<file path="src/rtl/audio_pkg.sv">
// Shared types for the speaker-side audio scheduler.
// Holds the default word width, FSM state encoding and stereo pair bundle.
package audio_pkg;

  localparam int AUDIO_SAMPLE_W = 16;

  typedef enum logic [1:0] {
    IDLE  = 2'd0,
    START = 2'd1,
    LEFT  = 2'd2,
    RIGHT = 2'd3
  } state_e;

  typedef struct packed {
    logic [AUDIO_SAMPLE_W-1:0] left;
    logic [AUDIO_SAMPLE_W-1:0] right;
  } pair_t;

  function automatic logic [7:0] sat_inc8(
    input logic [7:0] v
  );
    return (v == 8'hFF) ? v : v + 8'd1;
  endfunction

endpackage

</file>
<file path="src/rtl/audio_pair_fifo.sv">
// Synchronous FIFO of stereo pairs between the producer and the scheduler.
// Pointers carry one wrap bit so full and empty fall out of their difference.
module audio_pair_fifo
  import audio_pkg::*;
#(
  parameter int W     = 2 * AUDIO_SAMPLE_W,
  parameter int DEPTH = 4,
  localparam int AW   = $clog2(DEPTH)
) (
  input  logic         clk,
  input  logic         reset,
  input  logic         push,
  input  logic         pop,
  input  logic [W-1:0] wr_data,
  output logic [W-1:0] rd_data,
  output logic         full,
  output logic         empty
);

  logic [W-1:0] mem_q [DEPTH];
  logic [AW:0]  wptr_q, wptr_d;
  logic [AW:0]  rptr_q, rptr_d;
  logic [AW:0]  count;
  logic         do_push;
  logic         do_pop;

  // occupancy, flags and next pointers
  always_comb begin
    count   = wptr_q - rptr_q;
    full    = (count == (AW+1)'(DEPTH));
    empty   = (count == '0);
    do_push = push && !full;
    do_pop  = pop && !empty;
    wptr_d  = wptr_q + {{AW{1'b0}}, do_push};
    rptr_d  = rptr_q + {{AW{1'b0}}, do_pop};
    rd_data = mem_q[rptr_q[AW-1:0]];
  end

  // pointer registers
  always_ff @(posedge clk) begin
    if (reset) begin
      wptr_q <= '0;
      rptr_q <= '0;
    end else begin
      wptr_q <= wptr_d;
      rptr_q <= rptr_d;
    end
  end

  // storage; contents are don't-care while empty
  always_ff @(posedge clk) begin
    if (do_push) begin
      mem_q[wptr_q[AW-1:0]] <= wr_data;
    end
  end

endmodule

</file>
<file path="src/rtl/audio_tx_scheduler.sv">
// Speaker serializer sequencer: pair FIFO, bit divider, L/R slot FSM.
// Build option UNDERRUN_MUTE_EN: send silence on underrun instead of repeating.
module audio_tx_scheduler
  import audio_pkg::*;
#(
  parameter int SAMPLE_W   = AUDIO_SAMPLE_W,
  parameter int CLK_DIV    = 8,
  parameter int FIFO_DEPTH = 4
) (
  input  logic                clk,
  input  logic                reset,
  input  logic                enable,
  input  logic                in_valid,
  output logic                in_ready,
  input  logic [SAMPLE_W-1:0] in_left,
  input  logic [SAMPLE_W-1:0] in_right,
  output logic                bit_tick,
  output logic                ser_load,
  output logic [SAMPLE_W-1:0] ser_word,
  output logic                lrclk,
  output logic                busy,
  output logic                underrun,
  output logic [7:0]          urun_cnt
);

  localparam int CW = $clog2(CLK_DIV);
  localparam int BW = $clog2(SAMPLE_W);
  localparam logic [CW-1:0] CNT_LAST = CW'(CLK_DIV - 1);
  localparam logic [BW-1:0] BIT_LAST = BW'(SAMPLE_W - 1);

  state_e              state_q, state_d;
  logic [CW-1:0]       cnt_q, cnt_d;
  logic [BW-1:0]       bit_q, bit_d;
  logic                ser_load_q, ser_load_d;
  logic [SAMPLE_W-1:0] ser_word_q, ser_word_d;
  logic [SAMPLE_W-1:0] hold_q, hold_d;
  logic                lrclk_q, lrclk_d;
  logic                urun_q, urun_d;
  logic [7:0]          urun_cnt_q, urun_cnt_d;
`ifndef UNDERRUN_MUTE_EN
  logic [SAMPLE_W-1:0] last_l_q, last_l_d;
`endif

  logic                  tick;
  logic                  last_bit;
  logic                  enter_left;
  logic                  enter_right;
  logic                  fifo_full;
  logic                  fifo_empty;
  logic                  fifo_pop;
  logic [2*SAMPLE_W-1:0] fifo_rd;
  logic [SAMPLE_W-1:0]   rd_left;
  logic [SAMPLE_W-1:0]   rd_right;

  audio_pair_fifo #(
    .W     (2 * SAMPLE_W),
    .DEPTH (FIFO_DEPTH)
  ) u_fifo (
    .clk     (clk),
    .reset   (reset),
    .push    (in_valid && !fifo_full),
    .pop     (fifo_pop),
    .wr_data ({in_left, in_right}),
    .rd_data (fifo_rd),
    .full    (fifo_full),
    .empty   (fifo_empty)
  );

  assign rd_left  = fifo_rd[2*SAMPLE_W-1:SAMPLE_W];
  assign rd_right = fifo_rd[SAMPLE_W-1:0];

  assign in_ready = !fifo_full;
  assign bit_tick = tick;
  assign ser_load = ser_load_q;
  assign ser_word = ser_word_q;
  assign lrclk    = lrclk_q;
  assign busy     = (state_q != IDLE);
  assign underrun = urun_q;
  assign urun_cnt = urun_cnt_q;

  // divider, bit index and slot sequencing
  always_comb begin
    tick        = (state_q != IDLE) && (cnt_q == CNT_LAST);
    last_bit    = (bit_q == BIT_LAST);
    state_d     = state_q;
    cnt_d       = '0;
    bit_d       = bit_q;
    enter_left  = 1'b0;
    enter_right = 1'b0;
    if (state_q != IDLE) begin
      cnt_d = tick ? '0 : cnt_q + CW'(1);
    end
    unique case (state_q)
      IDLE: begin
        bit_d = '0;
        if (enable) state_d = START;
      end
      START: begin
        if (tick) enter_left = 1'b1;
      end
      LEFT: begin
        if (tick) begin
          if (last_bit) enter_right = 1'b1;
          else bit_d = bit_q + BW'(1);
        end
      end
      RIGHT: begin
        if (tick) begin
          if (!last_bit) bit_d = bit_q + BW'(1);
          else if (enable) enter_left = 1'b1;
          else state_d = IDLE;
        end
      end
      default: state_d = IDLE;
    endcase
    if (enter_left) begin
      state_d = LEFT;
      bit_d   = '0;
    end
    if (enter_right) begin
      state_d = RIGHT;
      bit_d   = '0;
    end
  end

  // slot word selection, FIFO pop and underrun bookkeeping
  always_comb begin
    ser_load_d = 1'b0;
    ser_word_d = ser_word_q;
    hold_d     = hold_q;
    lrclk_d    = lrclk_q;
    urun_d     = urun_q;
    urun_cnt_d = urun_cnt_q;
    fifo_pop   = 1'b0;
`ifndef UNDERRUN_MUTE_EN
    last_l_d   = last_l_q;
`endif
    unique case (1'b1)
      enter_left: begin
        ser_load_d = 1'b1;
        lrclk_d    = 1'b0;
        if (!fifo_empty) begin
          fifo_pop   = 1'b1;
          ser_word_d = rd_left;
          hold_d     = rd_right;
`ifndef UNDERRUN_MUTE_EN
          last_l_d   = rd_left;
`endif
        end else begin
          urun_d     = 1'b1;
          urun_cnt_d = sat_inc8(urun_cnt_q);
`ifdef UNDERRUN_MUTE_EN
          ser_word_d = '0;
          hold_d     = '0;
`else
          ser_word_d = last_l_q;
          hold_d     = hold_q;
`endif
        end
      end
      enter_right: begin
        ser_load_d = 1'b1;
        lrclk_d    = 1'b1;
        ser_word_d = hold_q;
      end
      default: ;
    endcase
  end

  // state and output registers
  always_ff @(posedge clk) begin
    if (reset) begin
      state_q    <= IDLE;
      cnt_q      <= '0;
      bit_q      <= '0;
      ser_load_q <= 1'b0;
      ser_word_q <= '0;
      hold_q     <= '0;
      lrclk_q    <= 1'b0;
      urun_q     <= 1'b0;
      urun_cnt_q <= '0;
`ifndef UNDERRUN_MUTE_EN
      last_l_q   <= '0;
`endif
    end else begin
      state_q    <= state_d;
      cnt_q      <= cnt_d;
      bit_q      <= bit_d;
      ser_load_q <= ser_load_d;
      ser_word_q <= ser_word_d;
      hold_q     <= hold_d;
      lrclk_q    <= lrclk_d;
      urun_q     <= urun_d;
      urun_cnt_q <= urun_cnt_d;
`ifndef UNDERRUN_MUTE_EN
      last_l_q   <= last_l_d;
`endif
    end
  end

endmodule

</file>
<file path="config.mk">
export PLATFORM = sky130hd
export DESIGN_NAME = audio_tx_scheduler
export DESIGN_NICKNAME = d
export VERILOG_FILES = /design/src/rtl/audio_pkg.sv /design/src/rtl/audio_pair_fifo.sv /design/src/rtl/audio_tx_scheduler.sv
export SDC_FILE = /design/constraint.sdc
export NUM_CORES = 1
export LEC_CHECK = 0
export ABC_AREA = 1
export BUFFER_PORTS_ARGS = -buffer_cell sky130_fd_sc_hd__buf_2
export CAP_MARGIN = 20
export CORE_AREA = 2 2 127 129
export DETAILED_ROUTE_END_ITERATION = 8
export DIE_AREA = 0 0 129 131
export HOLD_SLACK_MARGIN = 0.05
export PLACE_DENSITY_LB_ADDON = 0.08
export SKIP_LAST_GASP = 1
export SLEW_MARGIN = 30
export SYNTH_ARGS = -nofsm -noshare
export SYNTH_HDL_FRONTEND = slang
export SYNTH_SLANG_ARGS = --single-unit
</file>
<file path="constraint.sdc">
create_clock -name clk -period 5.1 [get_ports clk]
set_input_delay 0.51 -clock clk [delete_from_list [all_inputs] [get_ports clk]]
set_output_delay 0.51 -clock clk [all_outputs]
set_load 0.02 [all_outputs]
</file>
# == Word level (Yosys, flattened, before mapping) ==
# Memory sizes are Yosys's and may differ from the RTL's. A register that Yosys moved wholly into a read port is not among the register bits.
# Cells that the tools add are included.
# op_classes
add_sub_neg,6
mul,0
div,0
order_cmp,0
eq_ne,13
shift,0
n_mux,27
bitwise_logic,3
reduce_logical,21
# op_table
cell,n
16-bit one-hot mux with 2 select lines,1
16-bit 2-to-1 mux,1
"4-bit inequality test, second input constant",4
2-bit 2-to-1 mux,7
1-bit 2-to-1 mux,12
"8-bit by 1-bit adder with 8-bit output, second input constant",1
"8-bit equality test, second input constant",1
4-bit 2-to-1 mux,2
4-bit one-hot mux with 2 select lines,1
3-bit by 1-bit adder with 3-bit output,2
"3-bit equality test, second input constant",2
3-bit AND reduction,2
2-bit nonzero test,3
3-bit OR reduction,2
5-bit AND reduction,1
"4-bit by 1-bit adder with 4-bit output, second input constant",1
"2-bit equality test, second input constant",2
"4-bit equality test, second input constant",1
1-bit logical AND,4
1-bit one-hot mux with 2 select lines,2
2-bit one-hot mux with 2 select lines,1
2-bit AND reduction,2
4-bit nonzero test,1
2-bit OR reduction,2
other kinds (9),12
# totals
ff_bits,74
latch_bits,0
ramBits,128
mem_bits_ro,0
input_bits,36
out_inout_bits,30
wordCells,83
n_memories,1
# memory_table
memory,words,width,read_ports,rd_ports_with_merged_regs,write_ports,line,text
u_fifo.mem_q,4,32,1,1,1,audio_pair_fifo.sv:20,logic [W-1:0] mem_q [DEPTH];

# == Logic depth before layout (Yosys ltp) ==
# Gate-level depths: netlist of run 1.
# depth
word_depth,8
mapped_depth,14
mapped_depth_nobuf,14

# == Cells and area by module ==
# From an unflattened synthesis of run 1, not the netlist that was laid out.
# unflattened
hier_cells,793
hier_area_um2,8505.7
# modules_own_cells
mod,n_inst,cells_each,area_each_um2
audio_pair_fifo,1,369,5323.9
audio_tx_scheduler,1,424,3181.8

# == Worst setup path after synthesis of run 1 ==
# OpenSTA, ideal clock, no wires.
# synth_timing
kind,flip-flop to flip-flop
start,reg u_fifo.rptr_q[1]
end,"mem u_fifo.mem_q[0][0] (netlist bit), enable pin"
setup_ps,461
t_arrival_ps,4083
slack_ps,556
stages_incl_launch_ff,10
synth_period_minus_slack_ps,4544
path_cell_list,dfxtp_1 inv_1 clkbuf_1 ha_1 nand2_1 clkinv_1 clkbuf_1 nand2_1 nand2_1 nor3_1
# synth_via
elab_chain_cells,7
# synth_rtl
element,line,text
start: declaration,audio_pair_fifo.sv:22,"logic [AW:0] rptr_q, rptr_d;"
start signal: assignment,audio_pair_fifo.sv:46,rptr_q <= rptr_d;
3-bit subtractor (*),audio_pair_fifo.sv:29,count = wptr_q - rptr_q;
3-bit equality test (*),audio_pair_fifo.sv:30,full = (count == (AW+1)'(DEPTH));
1-bit logical NOT (*),-,
named net in_ready,audio_tx_scheduler.sv:14,"output logic in_ready,"
1-bit logical AND,audio_tx_scheduler.sv:61,".push (in_valid && !fifo_full),"
1-bit logical AND (*),audio_pair_fifo.sv:32,do_push = push && !full;
1-bit 2-to-1 mux (*),audio_pair_fifo.sv:52,if (do_push) begin
1-bit 2-to-1 mux (implied by the code) (*),audio_pair_fifo.sv:53,mem_q[wptr_q[AW-1:0]] <= wr_data;
end: declaration,audio_pair_fifo.sv:20,
# The timed path passes the listed nets; every way through them passes the cells marked *.

# == Worst setup path after layout of run 1 ==
# layout_timing
start,reg u_fifo.rptr_q[1]
end,reg u_fifo.rptr_q[2]
# layout_via
elab_chain_cells,6
word_cells_on_any_way,7
classes_between,add/sub: 2; mux: 2; reduce/logical: 3
# layout_rtl
element,line,text
3-bit subtractor,audio_pair_fifo.sv:29,
3-bit logical NOT,audio_pair_fifo.sv:31,empty = (count == '0);
1-bit 2-to-1 mux,audio_tx_scheduler.sv:142,if (!fifo_empty) begin
1-bit 2-to-1 mux,audio_tx_scheduler.sv:138,unique case (1'b1)
1-bit logical AND,audio_pair_fifo.sv:33,do_pop = pop && !empty;
3-bit by 1-bit adder with 3-bit output (*),audio_pair_fifo.sv:35,"rptr_d = rptr_q + {{AW{1'b0}}, do_pop};"
# Mark *: on every way between the ends. The rest lies on a longest branch, timed or not.
# A chain may end at the register's enable or synchronous reset.

==> results of run 1 <==
layout by cell type (no fill, tap or decap), drive strengths merged:
cell    count
nand2     158
xnor2       3
a21oi      48
ha         14
o22ai      16
edfxtp    128
o21ai      85
inv        46
nor3        6
xor2        5
clkinv      9
clkbuf     30
nor3b       1
nor2      154
nand4      16
dfxtp      74
buf        73
nand3      44
a31oi       1
per-layer routing:
metal / part of all wire (%) / up-vias / track usage [%] / routed length [um]
met3: 5.0 / 29 / 3.22 / 916
met2: 46 / 154 / 35.8 / 8380
met1: 47 / 2836 / 31.3 / 8530
met4: 2.1 / 0 / 5.95 / 383
met5: 0 / - / 0 / 0
li1: - / 2975 / - / -
path summary, 6_finish.rpt:
path	startpoint	to	slack, ns
min reg2reg	cnt_q[0]	cnt_q[0]	0.43
max reg2reg	u_fifo.rptr_q[1]	u_fifo.rptr_q[2]	1.53
min	in_right[4]	u_fifo.mem_q[2][4]	0.23
max	u_fifo.rptr_q[1]	u_fifo.rptr_q[2]	1.53
flip-flops by register name, summed over array words and instances, names as in the netlist:
register and flops:
u_fifo.mem_q 128, lrclk 1, bit_q 4, ser_word 16, ser_load 1, underrun 1
last_l_q 16, u_fifo.wptr_q 3, state_q 2, cnt_q 3, hold_q 16, u_fifo.rptr_q 3
urun_cnt 8
through the flow:
stage | hold WS, ns | utilization [%] | total power [mW]
5_1_grt | 0.217 | 60.2 | 3.55
2_1_floorplan | 0.399 | - | 2.01
3_5_place_dp | 0.427 | 56.4 | 2.09
6_report | 0.227 | 60.2 | 3.43
4_1_cts | 0.219 | 60.2 | 3.45
3_3_place_gp | 0.408 | 56.4 | 2.08
final cells by class:
type	count	area, um2	area share [%]
repair buffers	73	385	4.10
clock inverters	7	35.0	0.373
inverters	48	184	1.96
multi-input cells	551	2630	27.9
well taps	216	270	2.88
flip-flops and latches	202	5330	56.7
clock buffers	30	569	6.06
worst max-delay path: stages, from the launching register on:
cell and delay, ns:
dfxtp_1 0.32, buf_4 0.36, inv_1 0.08, buf_4 0.27, ha_1 0.38, nand2_1 0.08
clkinv_1 0.38, nand3_4 0.40, nand2_4 0.25, inv_4 0.34, ha_1 0.21, ha_1 0.15
xnor2_1 0.12, nor2_1 0.05
power by group through the flow:
stage	Combinational [mW]	Clock [mW]	Sequential [mW]
floorplan	0.143	0	1.87
global route	0.257	1.46	1.84
CTS	0.229	1.39	1.83
global placement	0.220	0	1.86
detailed placement	0.228	0	1.87
finish	0.229	1.37	1.83
cells by family after synthesis:
family,Yosys count,synth area share [%]
adder cells (fa/ha/maj),14,2.10
flip-flops,202,63.7
buffers and inverters,92,5.10
AO/OA/AOI/OAI,150,9.33
AND/OR/NAND/NOR,379,18.9
XOR/XNOR,8,0.838
==> impl_table.tex, run 1 <==
\begin{tabular}{lr}
\hline
Metric & Value \\
\hline
\multicolumn{2}{l}{\textbf{Run status}} \\
Run status & finished clean \\
\multicolumn{2}{l}{\textbf{STA}} \\
Clock skew & between 0.01 and 0.015 ns \\
Setup\_tns & 0 ns \\
Setup-failing EPs final & 0 \\
Share of the cycle needed by the critical path after routing & 69.9\% \\
Transition time at the pin with the least slew margin & 0.939 ns \\
RSZ-0062 raised after global routing & no \\
Clock period minus worst slack & 3.57 ns \\
Hold Violations, Final & 0 \\
Final worst setup slack & 1.53 ns \\
Achievable frequency & 280 MHz \\
Number of max-slew violations in the final report & 0 \\
Max transition margin & 37.4\% \\
\multicolumn{2}{l}{\textbf{Worst setup path}} \\
Highest fanout seen on the critical path & 34 \\
Worst-case reg-to-reg path depth & 13 \\
Crit path kind & flop to flop \\
Data arrival time at the worst-slack endpoint & 3.91 ns \\
CP Launch Type & flop \\
Type of element capturing the critical path & flop \\
Worst Path Required & approximately 5.5 ns \\
\multicolumn{2}{l}{\textbf{Clocking}} \\
Root cell of the clock tree & clkbuf\_16 \\
Buffer levels on the longest clock path & 3 \\
Later-pin clock latency in the skew report & 0.50 ns \\
Post-CTS repair timing setup buffer count & 0 \\
Number of cells upsized or downsized after cts & 0 \\
Register clock-pin slew on the reported worst setup and hold paths & 0.06 ns \\
Number of levels the H-tree was split into & 1 \\
Number of hold buffers added after cts & 0 \\
Number of clock sinks & 202 \\
Cts bufs inserted & 21 \\
Clock tree from TritonCTS & built \\
\multicolumn{2}{l}{\textbf{Placed design}} \\
Number of I/O port buffers & 65 \\
Cell count after placement & around 1100 \\
Final weighted congestion in routability-driven placement & a little under 0.9 \\
Total placed instance area & 8790 um2 \\
DP HPWL & 11800 um \\
Worst Setup Slack post-DPL & about 1.6 ns \\
\multicolumn{2}{l}{\textbf{Detailed routing}} \\
Drt wl/cell & 16.2 um \\
Detailed Route Iter0 Violations & 479 \\
Via density per instance & around 5.3 \\
Number of vias after detailed routing & between 5000 and 6000 \\
Length of the first detailed-routing pass in iterations & 5 \\
DR DRC count & 0 \\
Routed WL & 18200 um \\
Detail Route Antenna Nets & 0 \\
\multicolumn{2}{l}{\textbf{Layout}} \\
Non-Filler Instances & 1127 \\
Count of inserted antenna diode cells & 0 \\
Final non-filler cell area & 9400 um2 \\
Layout area overhead & 12.4\% \\
Nets & 947 \\
Filler cell count in the final layout & $\sim$1300 \\
Ratio of cells with drive above 1 in the final layout & 13.0\% \\
\multicolumn{2}{l}{\textbf{Pwr}} \\
Share of total power consumed by net switching & 22.8\% \\
Sequential Power Share & a little over half \\
Comb power frac & 6.7\% \\
Max VDD drop & 243 uV \\
Internal power & 2.65 mW \\
Leakage Power & approximately 3.6 nW \\
Clock network fraction of design power & 39.9\% \\
Reported net switching power & 0.781 mW \\
Pwr/cell area & $\sim$360 nW/um2 \\
\multicolumn{2}{l}{\textbf{Yosys}} \\
FF+latch count, synth & 202 \\
Synthesis Warnings & 0 \\
Number of enable flip-flop cells after synthesis & between 100 and 150 \\
Library cells used by synthesis & 33 \\
Proportion of synthesized chip area in sequential cells & 63.7\% \\
Top cells by area in the synthesized netlist & edfxtp\_1 (46\%), dfxtp\_1 (18\%), nand2\_1 (6.9\%) \\
Ys flop type & edfxtp\_1 \\
Avg Inst Size Synth & between 9 and 10 um2 \\
Synth async-reset ratio & 0\% \\
Total nets after synthesis & 895 \\
Post-synthesis cell count & 845 \\
Post-synth design cell area & 8360 um2 \\
Share of the synthesized area in the top cell type & roughly 46\% \\
Largest area contributor in the synthesized netlist & edfxtp\_1 \\
Cell types with the highest counts after synthesis & nand2\_1 (153), nor2\_1 (153), edfxtp\_1 (128), o21ai\_0 (80), dfxtp\_1 (74) \\
\multicolumn{2}{l}{\textbf{Global routing}} \\
Via count of the first global-routing pass & roughly 5600 \\
Maximum number of pins on one net before global-route repair & 50 \\
Aggregate global-route resource usage & 22.0\% \\
Global-route wire length before repair & 29000 um \\
Number of antenna violations at the first check in global routing & 0 \\
Total gr overflow & 0 \\
\multicolumn{2}{l}{\textbf{Min path}} \\
Depth of the worst hold-timing path & 1 \\
Min-delay worst type & primary input to flop \\
\multicolumn{2}{l}{\textbf{Job}} \\
Number of max-cap violations & 0 \\
\multicolumn{2}{l}{\textbf{Floorplanning}} \\
Initial Util & 53.6\% \\
Number of top-level design ports & 66 \\
Core area & 15600 um2 \\
Die Wd & 129 um \\
Die Y & $\sim$130 um \\
Row count & 46 \\
Total Die Area & 16900 um2 \\
\hline
\end{tabular}
Note: power is estimated with default switching activity, not from simulation.
==> inputs of run 2 (changes only) <==
clock period = 3.4 ns   (was 5.1 ns; I/O delays follow)
==> run 2 against run 1 <==
Via count decreased by 0.22%. Final cell count increased by 0.89%. Combinational power increased by 55%. Count of clock-buffer cells in the layout decreased by 6. Total power increased by 54%. Design area increased by 1.8%. Sequential share of layout area decreased by 1.0 points. Setup slack got worse by 0.98 ns. Maximum frequency increased by 25%. Routed wire length decreased by 0.76%. Clock power increased by 59%. First-iteration DRC count decreased by 2.9%. Largest cell class unchanged. Highest routed layer unchanged.
==> impl_table.tex, run 2 (same netlist as run 1, synthesis figures left out) <==
\begin{tabular}{lr}
\hline
Metric & Value \\
\hline
\multicolumn{2}{l}{\textbf{STA}} \\
Share of the cycle needed by the critical path after routing & 83.8\% (+14 points) \\
Clock period minus worst slack & 2.85 ns (-0.719 ns) \\
RSZ-0062 raised after global routing & no \\
Hold Violations, Final & 0 (unchanged) \\
Final worst setup slack & 0.552 ns (-0.981 ns) \\
Clock skew & 0.0135 ns (+0.00276 ns) \\
Max transition margin & 54.1\% (+17 points) \\
Final-layout worst hold slack & 0.0625 ns (-0.165 ns) \\
Setup-failing EPs final & 0 (unchanged) \\
Number of max-slew violations in the final report & 0 (unchanged) \\
Transition time at the pin with the least slew margin & 0.689 ns (-0.250 ns) \\
Setup\_tns & 0 ns (unchanged) \\
Achievable frequency & 351 MHz (+25\%) \\
\multicolumn{2}{l}{\textbf{Layout}} \\
Final Util & 61.3\% (+1.1 points) \\
Non-Filler Instances & 1137 (+0.89\%) \\
Ratio of cells with drive above 1 in the final layout & 13.8\% (+0.84 points) \\
Register area & 5330 um2 (unchanged) \\
Combined area of the multi-input logic cells & 2650 um2 (+0.95\%) \\
Layout area overhead & 14.5\% \\
Final non-filler cell area & 9570 um2 (+1.8\%) \\
Nets & 958 (+1.2\%) \\
Commonest non-fill, non-tap cells in the layout & nand2\_1 (153), nor2\_1 (153), edfxtp\_1 (128) \\
Max reg flops & 128 (unchanged) \\
Count of inserted antenna diode cells & 0 (unchanged) \\
Filler cell count in the final layout & 1289 (-1.8\%) \\
\multicolumn{2}{l}{\textbf{Worst setup path}} \\
Worst-case reg-to-reg path depth & 12 (-1) \\
Reg-to-reg critical path endpoint & u\_fifo.rptr\_q[2] \\
Highest fanout seen on the critical path & 33 (-2.9\%) \\
Data arrival time at the worst-slack endpoint & 3.20 ns (-0.71 ns) \\
Type of element capturing the critical path & flop \\
Critical path depth & 12 (-1) \\
Crit path kind & flop to flop \\
Worst-case register-to-register setup slack & 0.55 ns (-0.98 ns) \\
Maximum cell stage delay along the critical path & 0.46 ns (+0.06 ns) \\
Standard cell with the maximum stage delay on the critical path & dfxtp\_1 \\
Buffers and inverters on the worst path & 4 (-1) \\
Most common cell type on the critical path & ha\_1 \\
Beginning of the worst register-to-register path & u\_fifo.wptr\_q[0] \\
CP Launch Type & flop \\
Crit path cell chain & inv\_1 > ha\_1 > nand2\_1 > clkinv\_1 > buf\_4 > nand3\_4 > nand2\_4 > inv\_4 > ha\_1 > ha\_1 > xnor2\_1 > nor2\_1 \\
Delay-heaviest family, CP & adder cells \\
Worst Path Required & 3.76 ns (-1.69 ns) \\
\multicolumn{2}{l}{\textbf{Detailed routing}} \\
Detailed Route Iter0 Violations & 465 (-2.9\%) \\
Number of vias after detailed routing & 5981 (-0.22\%) \\
Length of the first detailed-routing pass in iterations & 5 (unchanged) \\
Via density per instance & 5.26 (-1.1\%) \\
DR DRC count & 0 (unchanged) \\
Detail Route Antenna Nets & 0 (unchanged) \\
Routed WL & 18100 um (-0.76\%) \\
Drt wl/cell & 15.9 um (-1.6\%) \\
\multicolumn{2}{l}{\textbf{Clocking}} \\
Later-pin clock latency in the skew report & 0.49 ns (about the same) \\
Post-CTS repair timing setup buffer count & 0 (unchanged) \\
Cts bufs inserted & 21 (unchanged) \\
Root cell of the clock tree & clkbuf\_16 \\
Number of hold buffers added after cts & 4 (+4) \\
Register clock-pin slew on the reported worst setup and hold paths & 0.06 ns (about the same) \\
Number of levels the H-tree was split into & 1 (unchanged) \\
Number of clock sinks & 202 (unchanged) \\
Buffer levels on the longest clock path & 3 (unchanged) \\
Clock tree from TritonCTS & built \\
Number of cells upsized or downsized after cts & 0 (unchanged) \\
\multicolumn{2}{l}{\textbf{Floorplanning}} \\
Number of top-level design ports & 66 (unchanged) \\
Total Die Area & 16900 um2 (unchanged) \\
Row count & 46 (unchanged) \\
Die Wd & 129 um (unchanged) \\
Die Y & 131 um (unchanged) \\
Core area & 15600 um2 (unchanged) \\
Initial Util & 53.6\% (unchanged) \\
\multicolumn{2}{l}{\textbf{Global routing}} \\
Aggregate global-route resource usage & 21.8\% (-0.18 points) \\
Number of antenna violations at the first check in global routing & 0 (unchanged) \\
Total gr overflow & 0 (unchanged) \\
Global-route wire length before repair & 28900 um (-0.48\%) \\
Maximum number of pins on one net before global-route repair & 67 (+34\%) \\
Via count of the first global-routing pass & 5652 (+1.0\%) \\
\multicolumn{2}{l}{\textbf{Placed design}} \\
Cell count after placement & 1095 (+0.46\%) \\
Number of I/O port buffers & 65 (unchanged) \\
Total placed instance area & 8850 um2 (+0.71\%) \\
Final weighted congestion in routability-driven placement & 0.879 (+1.5\%) \\
Worst Setup Slack post-DPL & 0.558 ns (-1.01 ns) \\
DP HPWL & 11400 um (-3.1\%) \\
\multicolumn{2}{l}{\textbf{Pwr}} \\
Max VDD drop & 385 uV (+59\%) \\
Leakage Power & 3.70 nW (+2.2\%) \\
Total chip power & 5.28 mW (+54\%) \\
Pwr/cell area & 552 nW/um2 (+51\%) \\
\multicolumn{2}{l}{\textbf{Run status}} \\
Run status & finished clean \\
\multicolumn{2}{l}{\textbf{Min path}} \\
Hold EP & u\_fifo.mem\_q[3][27] \\
Hold path startpoint & in\_left[11] \\
Min-delay worst type & primary input to flop \\
Depth of the worst hold-timing path & 1 (unchanged) \\
\multicolumn{2}{l}{\textbf{Job}} \\
Number of max-cap violations & 0 (unchanged) \\
\hline
\end{tabular}
## run 2: cell count changes in the layout (fill, tap and decap cells not counted), sizes merged
cell / before / now
buf: 73 / 78
bufinv: 0 / 2
clkbuf: 30 / 24
clkinv: 9 / 11
clkinvlp: 0 / 1
dlygate4sd3: 0 / 6
## run 2: report_power, final
| part | switching [mW] | internal, mW | leakage (nW) |
|---|---|---|---|
| Combinational | 0.259 | 0.0971 | 1.61 |
| Clock | 0.893 | 1.29 | 0.320 |
| Sequential | 0.0285 | 2.72 | 1.77 |
## run 2: layout make-up
cell class | instances | share of cell area, %
Clock buffer | 24 | 5.61
Clock inverter | 12 | 1.22
Inverter | 48 | 1.92
Multi-Input combinational cell | 551 | 27.7
Sequential cell | 202 | 55.7
Tap cell | 216 | 2.82
Timing Repair Buffer | 84 | 5.05
## run 2: worst max-delay path by stage
stage,start,endpoint,slack [ns]
4_1_cts,u_fifo.wptr_q[0],u_fifo.rptr_q[2],0.54
2_1_floorplan,u_fifo.rptr_q[1],u_fifo.mem_q[0][0],-0.21
3_3_place_gp,u_fifo.wptr_q[0],u_fifo.rptr_q[2],0.66
5_1_grt,u_fifo.wptr_q[0],u_fifo.rptr_q[2],0.35
3_5_place_dp,u_fifo.wptr_q[0],u_fifo.rptr_q[2],0.56
6_report,u_fifo.wptr_q[0],u_fifo.rptr_q[2],0.55
## run 2: worst reg2reg max path: stages, from the launching register on
cell and delay (ns):
dfxtp_1 0.46, inv_1 0.18, ha_1 0.31, nand2_1 0.04
clkinv_1 0.04, buf_4 0.20, nand3_4 0.25, nand2_4 0.38
inv_4 0.21, ha_1 0.26, ha_1 0.18, xnor2_1 0.15
nor2_1 0.05
## run 2: per-layer routing
layer / part of all wire, % / track usage, %
met2: 48 / 37.0
met3: 4.2 / 2.85
met5: 0 / 0
met1: 46 / 30.0
met4: 2.1 / 6.07
==> inputs of run 3 (changes only) <==
CORE_AREA = 2 2 128 130   (was 2 2 127 129)
DIE_AREA = 0 0 130 132   (was 0 0 129 131)
clock period = 2.5 ns   (was 3.4 ns; I/O delays follow)
==> run 3 against run 2 <==
Highest routed layer unchanged. Critical path type is now flop to output port. Non-clock buffer count is 29 higher. Via count is 2.7% higher. First-iteration DRC count is 15% lower.
==> impl_table.tex, run 3 (same netlist as run 1, synthesis figures left out) <==
\begin{tabular}{lr}
\hline
Metric & Value \\
\hline
\multicolumn{2}{l}{\textbf{STA}} \\
RSZ-0062 raised after global routing & no \\
Max transition margin & 52.6\% (-1.5 points) \\
Clock period minus worst slack & 2.27 ns \\
Final worst setup slack & 0.231 ns (-0.321 ns) \\
Hold Violations, Final & 0 (unchanged) \\
Clock skew & 0.00978 ns (-0.00374 ns) \\
Setup-failing EPs final & 0 (unchanged) \\
Share of the cycle needed by the critical path after routing & 90.8\% \\
Transition time at the pin with the least slew margin & 0.711 ns (+0.0226 ns) \\
Achievable frequency & approximately 440 MHz \\
Number of max-slew violations in the final report & 0 (unchanged) \\
\multicolumn{2}{l}{\textbf{Pwr}} \\
Share of total power consumed by net switching & 22.1\% (-0.27 points) \\
Max VDD drop & 793 uV (+110\%) \\
Clock network fraction of design power & 44.1\% (+2.9 points) \\
Internal power & 6.01 mW (+47\%) \\
Reported net switching power & 1.70 mW (+44\%) \\
Pwr/cell area & 764 nW/um2 (+38\%) \\
Leakage Power & 3.91 nW (+5.7\%) \\
Comb power frac & 7.5\% (+0.8 points) \\
Sequential Power Share & 48.5\% (-3.5 points) \\
Total chip power & 7.72 mW (+46\%) \\
\multicolumn{2}{l}{\textbf{Worst setup path}} \\
Type of element capturing the critical path & output port \\
Reg-to-reg critical path endpoint & u\_fifo.mem\_q[0][31] \\
Data arrival time at the worst-slack endpoint & 2.02 ns (-1.18 ns) \\
Highest fanout seen on the critical path & 18 (-45\%) \\
Worst Path Required & 2.25 ns (-1.51 ns) \\
Worst-case register-to-register setup slack & 0.29 ns (-0.26 ns) \\
Crit path kind & flop to output port \\
Beginning of the worst register-to-register path & u\_fifo.wptr\_q[1] \\
CP Launch Type & flop \\
Worst-case reg-to-reg path depth & 9 (-3) \\
\multicolumn{2}{l}{\textbf{Clocking}} \\
Cts bufs inserted & 22 (+4.8\%) \\
Number of levels the H-tree was split into & 1 (unchanged) \\
Buffer levels on the longest clock path & 3 (unchanged) \\
Number of cells upsized or downsized after cts & 0 (unchanged) \\
Number of clock sinks & 202 (unchanged) \\
Register clock-pin slew on the reported worst setup and hold paths & 0.06 ns (about the same) \\
Later-pin clock latency in the skew report & 0.50 ns (about the same) \\
Clock tree from TritonCTS & built \\
Post-CTS repair timing setup buffer count & 0 (unchanged) \\
Number of hold buffers added after cts & 32 (+28) \\
Root cell of the clock tree & clkbuf\_16 \\
\multicolumn{2}{l}{\textbf{Layout}} \\
Max reg flops & 128 (unchanged) \\
Final non-filler cell area & 10100 um2 (+5.5\%) \\
Non-Filler Instances & 1170 (+2.9\%) \\
Commonest non-fill, non-tap cells in the layout & nor2\_1 (153), nand2\_1 (148), edfxtp\_1 (128) \\
Count of inserted antenna diode cells & 0 (unchanged) \\
Leading cell type in the layout, fill and taps excluded & nor2\_1 \\
Register area & 5330 um2 (about the same) \\
Layout area overhead & 20.8\% \\
Combined area of the multi-input logic cells & 2720 um2 (+2.5\%) \\
Nets & 988 (+3.1\%) \\
Filler cell count in the final layout & 1282 (-0.54\%) \\
Ratio of cells with drive above 1 in the final layout & 15.6\% (+1.8 points) \\
Final Util & 64.3\% (+2.9 points) \\
\multicolumn{2}{l}{\textbf{Run status}} \\
Run status & finished clean \\
\multicolumn{2}{l}{\textbf{Floorplanning}} \\
Die Wd & 130 um (+0.78\%) \\
Core area & 15700 um2 (+0.74\%) \\
Number of top-level design ports & 66 (unchanged) \\
Initial Util & 53.2\% (-0.39 points) \\
Row count & 46 (unchanged) \\
Die Y & 132 um (+0.76\%) \\
Total Die Area & 17200 um2 (+1.5\%) \\
\multicolumn{2}{l}{\textbf{Global routing}} \\
Total gr overflow & 0 (unchanged) \\
Aggregate global-route resource usage & 22.4\% (+0.54 points) \\
Number of antenna violations at the first check in global routing & 0 (unchanged) \\
Via count of the first global-routing pass & 5925 (+4.8\%) \\
Maximum number of pins on one net before global-route repair & 66 (-1.5\%) \\
Global-route wire length before repair & 30300 um (+4.9\%) \\
\multicolumn{2}{l}{\textbf{Min path}} \\
Hold EP & state\_q[0] \\
Hold path startpoint & enable \\
Min-delay worst type & primary input to flop \\
Depth of the worst hold-timing path & 5 (+4) \\
\multicolumn{2}{l}{\textbf{Placed design}} \\
Final weighted congestion in routability-driven placement & 0.829 (-5.8\%) \\
Total placed instance area & 9010 um2 (+1.7\%) \\
Number of I/O port buffers & 65 (unchanged) \\
Cell count after placement & 1098 (+0.27\%) \\
DP HPWL & 11400 um (+0.13\%) \\
Worst Setup Slack post-DPL & 0.284 ns (-0.274 ns) \\
\multicolumn{2}{l}{\textbf{Detailed routing}} \\
Detail Route Antenna Nets & 0 (unchanged) \\
Drt wl/cell & 16.1 um (+1.4\%) \\
Detailed Route Iter0 Violations & 396 (-15\%) \\
DR DRC count & 0 (unchanged) \\
Number of vias after detailed routing & 6142 (+2.7\%) \\
Routed WL & 18900 um (+4.4\%) \\
Length of the first detailed-routing pass in iterations & 5 (unchanged) \\
Via density per instance & 5.25 (-0.20\%) \\
\multicolumn{2}{l}{\textbf{Job}} \\
Number of max-cap violations & 0 (unchanged) \\
\hline
\end{tabular}
-- run 3: critical path, stage by stage, from the launching register on --
cell	delay [ns]
dfxtp_1	0.53
ha_4	0.28
a21oi_2	0.18
nand2_4	0.16
nand2_4	0.14
nand2_8	0.06
buf_2	0.16
-- run 3: layer usage --
layer  GRT usage, %  wire, um
met5              0         0
met4           6.81       397
met3           3.90       949
met2           36.6      8910
met1           30.5      8600
-- run 3: how the worst max path moves through the flow --
stage | from | end | slack (ns)
2_1_floorplan | u_fifo.rptr_q[1] | u_fifo.mem_q[0][0] | -0.04
3_3_place_gp | u_fifo.wptr_q[1] | u_fifo.mem_q[0][6] | 0.32
3_5_place_dp | u_fifo.wptr_q[1] | u_fifo.mem_q[0][2] | 0.28
4_1_cts | u_fifo.wptr_q[1] | in_ready | 0.20
5_1_grt | u_fifo.wptr_q[1] | in_ready | 0.15
6_report | u_fifo.wptr_q[1] | in_ready | 0.23
-- run 3: power by group through the flow --
| stage | Sequential (mW) | Clock [mW] | Combinational, mW |
|---|---|---|---|
| floorplan | 3.80 | 0 | 0.353 |
| global placement | 3.80 | 0 | 0.527 |
| detailed placement | 3.81 | 0 | 0.539 |
| CTS | 3.74 | 3.45 | 0.581 |
| global route | 3.75 | 3.59 | 0.639 |
| finish | 3.74 | 3.40 | 0.577 |
-- run 3: final cells by class --
class	instances	share of cell area, %
inverters	48	1.90
repair buffers	113	8.08
clock inverters	14	1.73
flip-flops and latches	202	52.8
well taps	216	2.68
multi-input cells	551	26.9
clock buffers	26	5.91
-- run 3: per-stage QoR --
stage                     hold WS [ns]  TNS (ns)
after floorplan                  0.349     -1.38
after global placement           0.410         0
after detailed placement         0.417         0
after CTS                        0.146         0
after global routing             0.172         0
final                            0.151         0
